<file path="config.mk">
export PLATFORM = sky130hd
export DESIGN_NAME = packet_presence_detection_pretrig
export DESIGN_NICKNAME = d
export VERILOG_FILES = /design/src/rtl/packet_presence_detection_pretrig.sv
export SDC_FILE = /design/constraint.sdc
export NUM_CORES = 1
export LEC_CHECK = 0
export BUFFER_PORTS_ARGS = -buffer_cell sky130_fd_sc_hd__buf_2
export CAP_MARGIN = 15
export CELL_PAD_IN_SITES_DETAIL_PLACEMENT = 0
export CELL_PAD_IN_SITES_GLOBAL_PLACEMENT = 1
export CORE_MARGIN = 2
export CORE_UTILIZATION = 40
export CTS_CLUSTER_SIZE = 16
export DETAILED_ROUTE_END_ITERATION = 10
export PLACE_DENSITY = 0.75
export SKIP_LAST_GASP = 1
export SYNTH_ARGS = -nofsm -noshare
export SYNTH_HDL_FRONTEND = slang
export SYNTH_SLANG_ARGS = --single-unit
</file>
<file path="constraint.sdc">
create_clock -name clock_sink_clk -period 19.4 [get_ports clock_sink_clk]
set_clock_uncertainty 0.2 [all_clocks]
set_input_delay 0.97 -clock clock_sink_clk [delete_from_list [all_inputs] [get_ports clock_sink_clk]]
set_output_delay 0.97 -clock clock_sink_clk [all_outputs]
set_load 0.02 [all_outputs]
</file>
<file path="src/rtl/packet_presence_detection_pretrig.sv">
// Packet presence detector: short moving-average envelope against an adaptive
// noise floor, forwarding a bounded window that includes pre-trigger history.
module packet_presence_detection_pretrig #(
  parameter int unsigned IQ_WIDTH     = 12,
  parameter int unsigned SHORT_LOG2   = 3,
  parameter int unsigned LONG_LOG2    = 8,
  parameter int unsigned PRETRIG_LOG2 = 4
) (
  input  logic                    clock_sink_clk,
  input  logic                    reset_sink_reset,
  input  logic [2*IQ_WIDTH-1:0]   avalon_streaming_sink_data,
  input  logic                    avalon_streaming_sink_valid,
  output logic [2*IQ_WIDTH-1:0]   avalon_streaming_source_data,
  output logic                    avalon_streaming_source_valid,
  input  logic                    cfg_enable,
  input  logic                    cfg_clear_rs,
  input  logic [7:0]              cfg_threshold,
  input  logic [15:0]             cfg_passthrough_len,
  input  logic                    cfg_freeze_long,
  output logic [31:0]             debug_count,
  output logic [31:0]             debug_short_sum,
  output logic [31:0]             debug_long_sum,
  output logic [1:0]              debug_state
);

  localparam int unsigned DW  = 2 * IQ_WIDTH;
  localparam int unsigned MW  = IQ_WIDTH + 1;
  localparam int unsigned SW  = MW + SHORT_LOG2;
  localparam int unsigned LW  = MW + LONG_LOG2;
  localparam int unsigned TW  = IQ_WIDTH + 9;
  localparam int unsigned SN  = 2 ** SHORT_LOG2;
  localparam int unsigned PN  = 2 ** PRETRIG_LOG2;
  localparam int unsigned SLW = SN * MW;
  localparam int unsigned PLW = PN * DW;
  localparam int unsigned CW  = ((PRETRIG_LOG2 > 16) ? PRETRIG_LOG2 : 16) + 1;
  localparam int unsigned WW  = LONG_LOG2 + 1;
  localparam logic [WW-1:0] WARM_LAST = WW'(2 ** LONG_LOG2 - 1);

  localparam logic [1:0] ST_IDLE   = 2'd0;
  localparam logic [1:0] ST_WARMUP = 2'd1;
  localparam logic [1:0] ST_SEARCH = 2'd2;
  localparam logic [1:0] ST_PASS   = 2'd3;

  logic [1:0]                state;
  logic [SW-1:0]             short_sum;
  logic [SW-1:0]             short_next;
  logic [LW-1:0]             long_sum;
  logic [LW-1:0]             long_next;
  logic [SLW-1:0]            short_line;
  logic [PLW-1:0]            pre_line;
  logic [WW-1:0]             warm_cnt;
  logic [CW-1:0]             remaining;
  logic [CW-1:0]             win_len;
  logic                      trig;
  logic                      trig_r;
  logic signed [IQ_WIDTH-1:0] s_i;
  logic signed [IQ_WIDTH-1:0] s_q;
  logic [MW-1:0]             abs_i;
  logic [MW-1:0]             abs_q;
  logic [MW-1:0]             mag;
  logic [MW-1:0]             mag_oldest;
  logic [MW-1:0]             short_avg;
  logic [MW-1:0]             long_avg;
  logic [DW-1:0]             pre_oldest;

  always_comb begin
    s_i        = $signed(avalon_streaming_sink_data[DW-1:IQ_WIDTH]);
    s_q        = $signed(avalon_streaming_sink_data[IQ_WIDTH-1:0]);
    abs_i      = s_i[IQ_WIDTH-1] ? ({1'b0, ~s_i} + MW'(1)) : {1'b0, s_i};
    abs_q      = s_q[IQ_WIDTH-1] ? ({1'b0, ~s_q} + MW'(1)) : {1'b0, s_q};
    mag        = abs_i + abs_q;
    mag_oldest = short_line[SLW-1 -: MW];
    pre_oldest = pre_line[PLW-1 -: DW];
    short_next = short_sum + SW'(mag) - SW'(mag_oldest);

    // Warm-up fills the floor with a plain boxcar sum so it starts as an exact
    // 2^LONG_LOG2-sample average; the EMA decay only applies afterwards.
    if (state == ST_WARMUP) begin
      long_next = long_sum + LW'(mag);
    end else if ((state == ST_PASS) && cfg_freeze_long) begin
      long_next = long_sum;
    end else begin
      long_next = long_sum + LW'(mag) - (long_sum >> LONG_LOG2);
    end

    short_avg = MW'(short_next >> SHORT_LOG2);
    long_avg  = MW'(long_next >> LONG_LOG2);
    trig      = (TW'(short_avg) << 4) > (TW'(long_avg) * TW'(cfg_threshold));
    win_len   = CW'(PN) + CW'(cfg_passthrough_len);
  end

  always_ff @(posedge clock_sink_clk) begin
    if (reset_sink_reset) begin
      state                         <= ST_IDLE;
      short_sum                     <= '0;
      long_sum                      <= '0;
      short_line                    <= '0;
      pre_line                      <= '0;
      warm_cnt                      <= '0;
      remaining                     <= '0;
      trig_r                        <= 1'b0;
      debug_count                   <= '0;
      avalon_streaming_source_data  <= '0;
      avalon_streaming_source_valid <= 1'b0;
    end else if (cfg_clear_rs || !cfg_enable || (state == ST_IDLE)) begin
      // Clear, bypass and the IDLE->WARMUP step all leave the datapath zeroed.
      short_sum  <= '0;
      long_sum   <= '0;
      short_line <= '0;
      pre_line   <= '0;
      warm_cnt   <= '0;
      remaining  <= '0;
      trig_r     <= 1'b0;
      if (cfg_clear_rs) begin
        debug_count <= '0;
      end
      state <= cfg_enable ? ST_WARMUP : ST_IDLE;
      if (!cfg_enable) begin
        avalon_streaming_source_valid <= avalon_streaming_sink_valid;
        if (avalon_streaming_sink_valid) begin
          avalon_streaming_source_data <= avalon_streaming_sink_data;
        end
      end else begin
        avalon_streaming_source_valid <= 1'b0;
      end
    end else begin
      avalon_streaming_source_valid <= 1'b0;
      if (avalon_streaming_sink_valid) begin
        short_sum  <= short_next;
        long_sum   <= long_next;
        short_line <= (short_line << MW) | SLW'(mag);
        pre_line   <= (pre_line << DW) | PLW'(avalon_streaming_sink_data);
        case (state)
          ST_WARMUP: begin
            trig_r   <= 1'b0;
            warm_cnt <= warm_cnt + WW'(1);
            if (warm_cnt == WARM_LAST) begin
              state <= ST_SEARCH;
            end
          end
          ST_SEARCH: begin
            trig_r <= trig;
            if (trig_r) begin
              if (debug_count != '1) begin
                debug_count <= debug_count + 32'd1;
              end
              avalon_streaming_source_valid <= 1'b1;
              avalon_streaming_source_data  <= pre_oldest;
              // The entry sample is the first of the window.
              remaining <= win_len - CW'(1);
              if (win_len != CW'(1)) begin
                state <= ST_PASS;
              end
            end
          end
          ST_PASS: begin
            trig_r                        <= trig;
            avalon_streaming_source_valid <= 1'b1;
            avalon_streaming_source_data  <= pre_oldest;
            remaining                     <= remaining - CW'(1);
            if (remaining == CW'(1)) begin
              state <= ST_SEARCH;
            end
          end
          default: state <= ST_IDLE;
        endcase
      end
    end
  end

  assign debug_short_sum = 32'(short_sum);
  assign debug_long_sum  = 32'(long_sum);
  assign debug_state     = state;

endmodule

</file>
==> results.md, run 1 <==
- Status: complete, no violations
- RSZ-0062 raised after global routing: false
- DR WL met3: 3360 um
- R2R cell count: 38
- Die Ht: 280 um
- Root Driver: clkbuf_16
- Latest clock arrival within the worst-skew pair: 0.60 ns
- Row count: between 100 and 150
- Worst EP arrival: 12.11 ns
- Post-Layout Cell Count: 4,356
- Pint: 3.43 mW
- Fraction of layout cells with a size suffix above 1: 0.0927
- Crit path from: avalon_streaming_sink_data[12]
- RR Endpoint: trig_r
- Most frequent CP cell: a21oi_1
- Synth top area cells: dfxtp_1 (40%), mux2i_1 (18%), nor2_1 (7.9%), fa_1 (5.4%), ha_1 (4.9%)
- Routed vias: around 22,000
- Yosys reg bits: 611
- Power per Cell Area: approximately 170 nW/um2
- Hold path startpoint: remaining[11]
- Worst Tran Pin Value: 1.12 ns
- CP max FO: 8
- # DRC: 0
- Setup crit end kind: flip-flop
- Total overflow reported by the global router: 0
- Post-synth top cells: nor2_1 (641), dfxtp_1 (611), mux2i_1 (534), clkbuf_1 (157), inv_1 (146)
- Diodes inserted: 0
- Initial antenna violation count: 6
- Synth Flop Type: dfxtp_1
- Clock-pin slew of the registers on the worst-case setup and hold paths: 0.06 ns
- Switching power: between 2 and 2.5 mW
- Post-CTS Setup Repair Bufs: 0
- Clock power frac: 0.230
- Bufs on Longest Clock Path: 3
- Placer congestion estimate: 0.906
- Pleak: 14.1 nW
- Post-DRT Antenna Nets: 0
- CP Data Required Time: 19.71 ns
- 1st-pass router iterations: 5
- Largest net degree at the start of global routing: approximately 210
- Critical Path Slowest Stage Cell: xnor2_1
- Yosys top cell by area: dfxtp_1
- Mapped Avg Cell Area: roughly 9.3 um2
- Area delta synth->final: 12.4%
- Fin Setup TNS: 0 ns
- Slew headroom: 0.252
- FF-to-FF setup slack: around 9.7 ns
- Post-synth EDFFs: 0
- Detailed placement HPWL: 49,100 um
- Initial cell density of the core: 0.402
- Cell area after synthesis: 30,400 um2
- Number of DRC markers in iteration 0: 1,372
- Sw Ratio: 0.414
- # port buffers: 149
- Die area: 78,200 um2
- Clock sinks: 611
- Max incr delay on CP: 0.58 ns
- Combinational share of power: 0.554
- Final min period: 11.80 ns
- Count leader, synth: nor2_1
- H-Tree Depth: 3
- GR Util All Layers: 0.177
- Worst VDD drop: 0.254 mV
- Via-to-Cell Ratio: 5.01
- Die X: 280 um
- Inst Count DP: 4,230
- Post-Route M1 WL: roughly 33,000 um
- Core Area: 75,600 um2
- Routed met2 length: 32,100 um
- Synthesis Warnings: 0
- Io pins: about 180
- WL/cell: 16.1 um
- Async SR Flop Fraction: 0
- Hold depth: 2
- Seq/Total Area, Yosys: 0.403
- Post-Syn Instances: 3,259
- Vias in the first global route: 20,900
- Final-stage net count: between 3,000 and 4,000
- Startpoint type of the worst setup path: input pin
- # hold bufs at CTS: 0
- RR Startpoint: long_sum[1]
- Worst Path Class, Setup: in2reg
- Highest metal used: met5
- DRT Wirelength: 69,900 um
- Post-synth cell types: 76
- Number of gates resized after CTS: 0
- Seq pwr share: 0.216
- First-pass GRT wire length: 111,000 um
- Total CTS buffers: 70
- MaxCap Viol Count: 0
- Tcrit/Tclk final: 0.608
- Max Fclk: 84.8 MHz
- Final setup violating endpoints: 0
- Synth top area share: 0.403
- Hold Path End: remaining[11]
- Max-slew violations: 0
- CTS tree: done
- Final hold violation count: 0
- Hold Path Class: reg2reg
-- routing by layer --
layer / global-route usage / vias up
li1: - / 11100
met1: 0.235 / 10300
met2: 0.289 / 360
met3: 0.0339 / 95
met4: 0.0570 / 10
met5: 0 / -
-- metrics by stage --
step	setup WS (ns)	utilization	hold WS, ns	power [mW]	cell area [um2]
final	7.60	0.452	0.249	5.87	34200
after floorplan	8.43	-	0.227	3.74	30500
after CTS	7.67	0.452	0.252	5.92	34200
after global routing	6.61	0.452	0.294	6.40	34200
after global placement	7.29	0.421	0.240	4.55	31800
after detailed placement	7.08	0.421	0.243	4.54	31800
-- how the worst max path moves through the flow --
stage,slack (ns),end,depth (start not counted)
2_1_floorplan,8.43,trig_r,48
3_3_place_gp,7.29,trig_r,52
3_5_place_dp,7.08,trig_r,49
4_1_cts,7.67,trig_r,49
5_1_grt,6.61,trig_r,50
6_report,7.60,trig_r,49
-- critical path, delay by kind of cell --
kind / cells / cell delay [ns]
xor gates and xnor gates: 4 / 1.15
buffers and inverters: 5 / 0.48
AOI/OAI and AO/OA: 22 / 3.93
adders and majority gates: 10 / 4.02
and+or+nand+nor: 8 / 1.56
-- cell type report --
cell class	instances	area [um2]
Sequential cell	611	12200
Multi-Input combinational cell	2326	16900
Clock inverter	32	407
Timing Repair Buffer	168	923
Inverter	148	556
Fill cell	7344	41400
Clock buffer	93	1970
Tap cell	978	1220
-- cell families (layout without fill, tap and decap cells) --
kind of cell / after synthesis / in the layout / share of synthesized area
xor+xnor: 133 / 133 / 0.0383
compound gates: 342 / 342 / 0.0737
flops: 611 / 611 / 0.403
other cells: 1 / 27 / 0.000123
simple gates: 1087 / 1087 / 0.159
mux: 536 / 536 / 0.177
buf+inv: 348 / 441 / 0.0465
fa+ha+maj: 201 / 201 / 0.103
-- sequential cells by signal (all words and copies together) (netlist names) --
register and cells:
pre_line 384, short_line 104, debug_count 32, avalon_streaming_source_data 24, long_sum 21, remaining 17, short_sum 16, warm_cnt 9
debug_state 2, avalon_streaming_source_valid 1, trig_r 1
-- cells in the final DEF (no fill, tap or decap), drive strengths merged, types with 23 or more instances in the layout --
master	netlist	routed
nor2	642	642
dfxtp	611	611
mux2i	534	534
buf	43	168
inv	148	153
nand2	125	125
ha	119	119
a21oi	100	100
clkbuf	157	93
fa	82	82
xnor2	79	79
o21ai	76	76
and2	59	59
xor2	54	54
nand3	45	45
nor2b	45	45
a211oi	41	41
nor3	39	39
nand2b	31	31
conb	1	27
nand4	26	26
a21o	23	23
-- power by group through the flow --
stage               logic, mW  clock network [mW]  registers, mW
global placement         3.26                   0           1.29
CTS                      3.26                1.39           1.27
floorplan                2.44                   0           1.30
detailed placement       3.24                   0           1.29
finish                   3.25                1.35           1.27
global route             3.69                1.44           1.27
No activity file was read; power rests on OpenSTA's default activity.
==> run 2, diff against run 1 <==
--- a/config.mk
+++ b/config.mk
@@ -13,7 +13,7 @@
 export CORE_UTILIZATION = 40
 export CTS_CLUSTER_SIZE = 16
 export DETAILED_ROUTE_END_ITERATION = 10
-export PLACE_DENSITY = 0.75
+export PLACE_DENSITY = 0.78
 export SKIP_LAST_GASP = 1
 export SYNTH_ARGS = -nofsm -noshare
 export SYNTH_HDL_FRONTEND = slang
==> constraint.sdc (replaced) <==
create_clock -name clock_sink_clk -period 10.5 [get_ports clock_sink_clk]
set_clock_uncertainty 0.2 [all_clocks]
set_input_delay 0.525 -clock clock_sink_clk [delete_from_list [all_inputs] [get_ports clock_sink_clk]]
set_output_delay 0.525 -clock clock_sink_clk [all_outputs]
set_load 0.02 [all_outputs]
==> results.md, run 2 (synthesis gave the netlist of run 1 again) <==
- Status: complete, no violations
- WP buf/inv: 6 (+1)
- Slew headroom: 0.274 (+0.0212)
- # hold bufs at CTS: 0 (unchanged)
- Initial antenna violation count: 6 (unchanged)
- Critical Path Slowest Stage Cell: fa_1
- Die area: 78,200 um2 (unchanged)
- RSZ-0062 raised after global routing: true
- MaxCap Viol Count: 0 (unchanged)
- CP max FO: 5 (-3)
- Worst EP arrival: 10.58 ns (-1.53 ns)
- Area delta synth->final: 18.9%
- Worst setup margin: 0.256 ns (-7.34 ns)
- Worst Path Class, Setup: in2reg
- Clock-pin slew of the registers on the worst-case setup and hold paths: 0.06 ns (about the same)
- Placer congestion estimate: 0.888 (-2.0%)
- Latest clock arrival within the worst-skew pair: 0.62 ns (+0.02 ns)
- Largest registers: pre_line: 384 flops, short_line: 104 flops, debug_count: 32 flops
- # port buffers: 149 (unchanged)
- Io pins: 177 (unchanged)
- Max incr delay on CP: 0.53 ns (-0.05 ns)
- Tcrit/Tclk final: 0.976
- Final hold violation count: 0 (unchanged)
- Worst Tran Pin Value: 1.09 ns (-0.0317 ns)
- Reg with most FFs: pre_line
- Die Ht: 280 um (unchanged)
- Max-slew violations: 0 (unchanged)
- Initial cell density of the core: 0.402 (unchanged)
- Vias in the first global route: 20,900 (+0.28%)
- First-pass GRT wire length: 112,000 um (+0.47%)
- Final min period: just over 10 ns
- Detailed placement HPWL: 50,300 um (+2.3%)
- Hold WS: 0.0555 ns (-0.193 ns)
- Largest net degree at the start of global routing: 175 (-18%)
- DRT Wirelength: 71,300 um (+2.0%)
- Pleak: 15.2 nW (+7.3%)
- Finished Cell Area: 36,100 um2 (+5.8%)
- Power per Cell Area: 345 nW/um2 (+100%)
- Hold Path Class: in2reg
- WL/cell: 15.7 um (-2.3%)
- Commonest non-fill, non-tap cells in the layout: nor2_1 (641), dfxtp_1 (611), mux2i_1 (534), buf_4 (211), buf_2 (147)
- Fraction of layout cells with a size suffix above 1: 0.165 (+0.0724)
- Worst VDD drop: 0.570 mV (+120%)
- DP Area: 33,100 um2 (+4.2%)
- Most common cell after layout, fill and taps aside: nor2_1
- Final setup violating endpoints: 0 (unchanged)
- Max reg flops: 384 (unchanged)
- CP Data Required Time: 10.84 ns (-8.87 ns)
- Clock sinks: 611 (unchanged)
- # DRC: 0 (unchanged)
- Startpoint type of the worst setup path: input pin
- Post-DRT Antenna Nets: 0 (unchanged)
- Core Area: 75,600 um2 (unchanged)
- Routed vias: 22,500 (+3.2%)
- Via-to-Cell Ratio: 4.95 (-1.2%)
- Max Fclk: 97.6 MHz
- Root Driver: clkbuf_16
- Row count: 101 (unchanged)
- 1st-pass router iterations: 5 (unchanged)
- Bufs on Longest Clock Path: 3 (unchanged)
- Total overflow reported by the global router: 0 (unchanged)
- Number of DRC markers in iteration 0: 1,312 (-4.4%)
- Final Power: 12.5 mW (+110%)
- Setup WS pre-CTS: -0.632 ns (-7.72 ns)
- Setup crit end kind: flip-flop
- Die X: 280 um (unchanged)
- Crit-path leading delay family: adder cells
- GR Util All Layers: 0.177 (+0.000584)
- Total CTS buffers: 69 (-1.4%)
- H-Tree Depth: 3 (unchanged)
- CTS tree: done
- Final-stage net count: 3,774 (+5.4%)
run 2: what timing repair did:
item                                    CTS  global route
endpoints found under the setup margin    1             1
gates resized for setup                   2           107
buffers inserted                          0            18
cloned                                    0             0
pin swaps                                 0            68
endpoints found under the hold margin     0             0
run 2: cell type report:
class | count | area, um2
Sequential cell | 611 | 12200
Timing Repair Buffer | 363 | 2400
Tap cell | 978 | 1220
Clock buffer | 95 | 1980
Antenna cell | 1 | 2.50
Fill cell | 7184 | 39400
Multi-Input combinational cell | 2326 | 17400
Inverter | 148 | 556
Clock inverter | 25 | 370
run 2: where the power goes:
group | internal [mW] | switching [mW]
sequential | 2.33 | 0.0133
clock | 1.42 | 1.01
combinational | 3.85 | 3.84
run 2: metrics by stage:
stage	TNS (ns)	util	std cells
2_1_floorplan	0	-	3285
3_3_place_gp	-0.491	0.438	4408
3_5_place_dp	-0.632	0.438	4408
4_1_cts	0	0.470	4528
5_1_grt	-0.286	0.478	4547
6_report	0	0.478	4547
run 2: routing by layer:
| metal | GRT usage | vias up | share of wire |
|---|---|---|---|
| met5 | 0 | - | 0.00062 |
| met4 | 0.0606 | 8 | 0.031 |
| met3 | 0.0366 | 120 | 0.044 |
| met2 | 0.285 | 396 | 0.46 |
| met1 | 0.236 | 10500 | 0.47 |
| li1 | - | 11500 | - |
run 2: path summary, 6_finish.rpt:
check,from,endpoint,slack (ns),cells after the start
setup reg to reg,long_sum[1],trig_r,1.42,38
setup / recovery,avalon_streaming_sink_data[1],trig_r,0.26,49
hold reg to reg,remaining[11],remaining[11],0.26,2
hold / removal,cfg_enable,debug_state[0],0.06,2
